===== src/rtl/uart_lite_pkg.sv =====
// Shared definitions for the uart_lite transmit and receive paths:
// transmitter state encoding and the serial line levels.
package uart_lite_pkg;

  typedef enum logic [2:0] {
    IDLE,
    START,
    DATA,
    PARITY,
    STOP
  } uart_tx_state_t;

  localparam logic UART_IDLE_LEVEL  = 1'b1;
  localparam logic UART_START_LEVEL = 1'b0;

endpackage


===== src/rtl/uart_bit_timer.sv =====
// Bit-period tick generator: counts 0..OVERSAMPLING-1 while enabled and flags
// the last cycle of each bit. Shared by the transmit and receive paths.
module uart_bit_timer #(
  parameter int OVERSAMPLING = 16
) (
  input  logic clk_i,
  input  logic rst_ni,
  input  logic en_i,
  input  logic restart_i,
  output logic bit_end_o
);

  localparam int CNT_W = (OVERSAMPLING > 1) ? $clog2(OVERSAMPLING) : 1;
  localparam logic [CNT_W-1:0] LAST_TICK = CNT_W'(OVERSAMPLING - 1);

  logic [CNT_W-1:0] tick_q;

  assign bit_end_o = en_i && (tick_q == LAST_TICK);

  always_ff @(posedge clk_i or negedge rst_ni) begin
    if (!rst_ni) begin
      tick_q <= '0;
    end else if (restart_i) begin
      tick_q <= '0;
    end else if (en_i) begin
      tick_q <= bit_end_o ? '0 : tick_q + 1'b1;
    end
  end

endmodule


===== src/rtl/uart_tx.sv =====
// UART transmit serializer: start bit, DATA_BITS data bits LSB first, optional
// parity bit (enabled by macro UART_TX_PARITY_EN), STOP_BITS stop bits.
module uart_tx
  import uart_lite_pkg::*;
#(
  parameter int OVERSAMPLING = 16,
  parameter int DATA_BITS    = 8,
  parameter int STOP_BITS    = 1,
  parameter int PARITY_ODD   = 0
) (
  input  logic                 clk_i,
  input  logic                 rst_ni,
  input  logic [DATA_BITS-1:0] data_i,
  input  logic                 valid_i,
  output logic                 ready_o,
  output logic                 tx_o,
  output logic                 busy_o
);

  localparam int IDX_W = $clog2(DATA_BITS);
  localparam logic [IDX_W-1:0] LAST_DATA = IDX_W'(DATA_BITS - 1);
  localparam logic [IDX_W-1:0] LAST_STOP = IDX_W'(STOP_BITS - 1);

  uart_tx_state_t     state_q, state_d;
  logic [DATA_BITS:0] shift_q, shift_d;
  logic [IDX_W-1:0]   bit_idx_q, bit_idx_d;
  logic               tx_q, tx_d;
  logic               ready_en_q;
  logic               bit_end;
  logic               last_stop;
  logic               accept;

  // The parity bit rides above the data in the shift register, so after the
  // last data bit it sits in position 1 ready to be sent.
  function automatic logic [DATA_BITS:0] load_word(input logic [DATA_BITS-1:0] data);
    return {(^data) ^ (PARITY_ODD != 0), data};
  endfunction

  uart_bit_timer #(
    .OVERSAMPLING(OVERSAMPLING)
  ) u_bit_timer (
    .clk_i    (clk_i),
    .rst_ni   (rst_ni),
    .en_i     (state_q != IDLE),
    .restart_i(accept),
    .bit_end_o(bit_end)
  );

  assign last_stop = (state_q == STOP) && (bit_idx_q == LAST_STOP) && bit_end;
  assign ready_o   = ready_en_q && ((state_q == IDLE) || last_stop);
  assign accept    = valid_i && ready_o;
  assign busy_o    = (state_q != IDLE);
  assign tx_o      = tx_q;

  always_comb begin
    state_d   = state_q;
    shift_d   = shift_q;
    bit_idx_d = bit_idx_q;
    tx_d      = tx_q;
    case (state_q)
      IDLE: ;
      START: begin
        if (bit_end) begin
          state_d = DATA;
          tx_d    = shift_q[0];
        end
      end
      DATA: begin
        if (bit_end) begin
          if (bit_idx_q == LAST_DATA) begin
            bit_idx_d = '0;
`ifdef UART_TX_PARITY_EN
            state_d   = PARITY;
            tx_d      = shift_q[1];
`else
            state_d   = STOP;
            tx_d      = UART_IDLE_LEVEL;
`endif
          end else begin
            bit_idx_d = bit_idx_q + 1'b1;
            shift_d   = shift_q >> 1;
            tx_d      = shift_q[1];
          end
        end
      end
      PARITY: begin
        if (bit_end) begin
          state_d = STOP;
          tx_d    = UART_IDLE_LEVEL;
        end
      end
      STOP: begin
        if (bit_end) begin
          if (bit_idx_q == LAST_STOP) begin
            bit_idx_d = '0;
            state_d   = IDLE;
            tx_d      = UART_IDLE_LEVEL;
          end else begin
            bit_idx_d = bit_idx_q + 1'b1;
          end
        end
      end
      default: state_d = IDLE;
    endcase
    // An accept in the last stop cycle overrides the return to IDLE.
    if (accept) begin
      state_d   = START;
      tx_d      = UART_START_LEVEL;
      shift_d   = load_word(data_i);
      bit_idx_d = '0;
    end
  end

  always_ff @(posedge clk_i or negedge rst_ni) begin
    if (!rst_ni) begin
      state_q    <= IDLE;
      shift_q    <= '0;
      bit_idx_q  <= '0;
      tx_q       <= UART_IDLE_LEVEL;
      ready_en_q <= 1'b0;
    end else begin
      state_q    <= state_d;
      shift_q    <= shift_d;
      bit_idx_q  <= bit_idx_d;
      tx_q       <= tx_d;
      ready_en_q <= 1'b1;
    end
  end

endmodule


===== config.mk =====
export PLATFORM = sky130hd
export DESIGN_NAME = uart_tx
export DESIGN_NICKNAME = d
export VERILOG_FILES = /design/src/rtl/uart_lite_pkg.sv /design/src/rtl/uart_bit_timer.sv /design/src/rtl/uart_tx.sv
export SDC_FILE = /design/constraint.sdc
export NUM_CORES = 1
export LEC_CHECK = 0
export ABC_AREA = 1
export CAP_MARGIN = 20
export CORE_MARGIN = 1
export CORE_UTILIZATION = 45
export DETAILED_ROUTE_END_ITERATION = 10
export GPL_TIMING_DRIVEN = 0
export PLACE_DENSITY = 0.66
export SLEW_MARGIN = 25
export SYNTH_ARGS = -nofsm -noshare
export SYNTH_HDL_FRONTEND = slang
export SYNTH_SLANG_ARGS = --single-unit

===== constraint.sdc =====
create_clock -name clk_i -period 1.8 [get_ports clk_i]
set_clock_uncertainty 0.1 [all_clocks]
set_input_delay 0.45 -clock clk_i [delete_from_list [all_inputs] [get_ports clk_i]]
set_output_delay 0.45 -clock clk_i [all_outputs]
set_load 0.01 [all_outputs]

==> impl_metrics.yaml <==
critical_path:
  start_kind: "flip-flop"
  arrival_ns: 1.44
  crit_fanout: 10
  worstPathRequired_ns: 1.25
  rr_worst_depth: 11
  crit_path_end_kind: "primary output"
  crit_type: "reg2out"
global_route:
  grt_pass1_vias: 1196
  grt_use_total_pct: 20.42
  grt_pass1_wl_um: 5050
  grt_overflow: 0
  grt_antenna_before_repair: 0
  grt_max_degree: 22
synth:
  ys_types: 26
  syn_area_per_cell_um2: 7.927
  synth_top_family_by_area: "simple AND/OR/NAND/NOR gates"
  synthAdderAreaFrac_pct: 3.850
  synth_common_cells: "40 x nand3_1, 37 x nand2_1, 22 x inv_1, 20 x dfrtp_1, 5 x nor2_1"
  synth_seq_cells: 21
  synth_edf_count: 0
  synth.area.top_cells: "dfrtp_1 38%, nand3_1 15%, nand2_1 11%"
  yosysMostFrequentCell: "nand3_1"
  syn_nets: 179
  yosys.area.top_type_share_pct: 38.50
  yosysSeqAreaShare_pct: 40.52
  synthFlopType: "dfrtp_1"
  yosysWarnings: 0
  synthMuxAreaShare_pct: 0
  synth-xor-area-share_pct: 4.042
  synthCells: 164
  synth-simple-area-share_pct: 36.28
  yosysTopAreaCell: "dfrtp_1"
  async_flop_share_pct: 100.0
  synth-compound-area-share_pct: 4.620
  syn-cell-area_um2: 1300
routing:
  antenna_left: 0
  wl_per_cell_um: 14.02
  num_vias: 1266
  routed_wl_um: 3365
  drc_errors: 0
  dr.pass1.iters: 4
  drt_iter0_drc: 38
  avgViaCountPerCell: 5.275
power_and_ir_drop:
  leakage_uw: 0.0009542
  p_total_uw: 2579
  ir_worst_vdd_v: 0.0009122
  power_density_nw_per_um2: 1371
timing:
  finalSetupViolCount: 17
  hold_viol_final: 9
  final_max_slew_viol_count: 0
  grt_setup_unrepaired: "true"
  slew_headroom_pct: 66.61
  setup_ws_ns: -0.1939
  min_period_ns: 1.994
  max_clock_freq_mhz: 501.5
  worst_slew_pin_slew_ns: 0.5009
  fin_crit_sh_pct: 110.8
  whs_ns: -0.009638
layout:
  final_util_pct: 68.24
  fin_nets: 225
  seqCellArea_um2: 528.0
  final_area_um2: 1882
  fill_cells: 224
  multiInputGateArea_um2: 804.5
  antenna_cells: 0
  drive_gt1_share_pct: 40.67
  area_growth_pct: 44.75
floorplanning:
  die_w_um: 55.75
  start_util_pct: 47.14
  dieArea_um2: 3108
  num_rows: 19
  design.core.area_um2: 2758
  fp.dieH_um: 55.75
  io-pin-count: 14
clock_network:
  clockBufferDepth: 2
  cts_hold_buf: 0
  cts_buffers: 3
  clkSlewWorstSetupHoldPaths_ns: 0.12
  cts.sinks: 21
  cts_tree: "yes"
  root_buffer: "clkbuf_4"
  clock_latency_ns: 0.30
  htreeDepth: 1
place:
  post-dp-hpwl_um: 1934
  gp_congestion: 0.8321
  place_area_um2: 1469
  io_buffers: 13
hold_path:
  hp-class: "in2async"
job:
  cap_violations: 0
status:
  status: "finished, violations left"
  violations: "negative hold slack, negative setup slack"
==> registers in the layout (all words and copies together), names as in the netlist <==
name and count:
bit_idx_q 3, u_bit_timer.tick_q 4, state_q 3, tx_o 1
shift_q 9, ready_en_q 1
==> report_power, final <==
| group | internal [uW] | switching (uW) |
|---|---|---|
| logic | 768 | 724 |
| clock network | 86.3 | 145 |
| registers | 670 | 186 |
==> worst max-delay path, stage by stage, from the launching register on <==
cell	delay (ns)
dfrtp_1	0.45
nor2_2	0.18
nand2_2	0.10
buf_6	0.15
nand2_4	0.08
nand2_4	0.05
inv_2	0.05
buf_6	0.09
==> through the flow <==
stage / setup slack (ns) / cells / TNS, ns
finish: -0.1939 / 240 / -0.8012
global route: -0.2498 / 240 / -1.904
CTS: -0.2428 / 225 / -0.2615
detailed placement: -0.4569 / 208 / -0.6034
global placement: -0.4334 / 208 / -0.4711
floorplan: 0.1501 / 164 / 0
==> cell usage in the layout (no fill, tap or decap), types with 4 or more instances in the layout <==
cell type and count:
inv_1 13, nand2_1 33, xor2_1 4, buf_4 23, inv_2 9, buf_6 10
nand3_1 27, clkdlybuf4s50_1 9, dfrtp_1 19, nand3_2 13
==> timing repair <==
item | CTS | global route
gates resized for setup | 28 | 34
gates cloned | 0 | 2
buffers inserted | 13 | 15
endpoints found under the setup margin | 3 | 19
pin swaps | 7 | 11
==> final timing paths <==
kind,to,from,slack [ns]
min in group clk_i,shift_q[6],shift_q[7],0.44
hold / removal,bit_idx_q[2],rst_ni,-0.01
hold reg to reg,shift_q[6],shift_q[7],0.44
max in group asynchronous,state_q[2],rst_ni,1.25
setup reg to reg,shift_q[0],state_q[1],-0.06
setup / recovery,ready_o,state_q[1],-0.19
==> metal layers <==
metal / GRT usage [%] / share of wire (%)
met1: 27.03 / 43
met2: 33.22 / 51
met3: 2.791 / 3.7
met4: 9.286 / 2.1
met5: 0 / 0
==> area by class of cell <==
cell class	count	share of cell area, %
repair buffers	40	18.28
multi-input cells	116	42.75
flip-flops and latches	21	28.06
inverters	24	5.053
well taps	31	2.061
clock buffers	4	1.396
plain buffers	4	2.394
==> logic make-up after synthesis <==
group / Yosys count
XOR/XNOR: 6
buffers and inverters: 28
other: 1
adder cells (fa/ha/maj): 4
AND/OR/NAND/NOR: 94
flip-flops: 21
AO/OA/AOI/OAI: 10
Note: power is estimated with default switching activity, not from simulation.
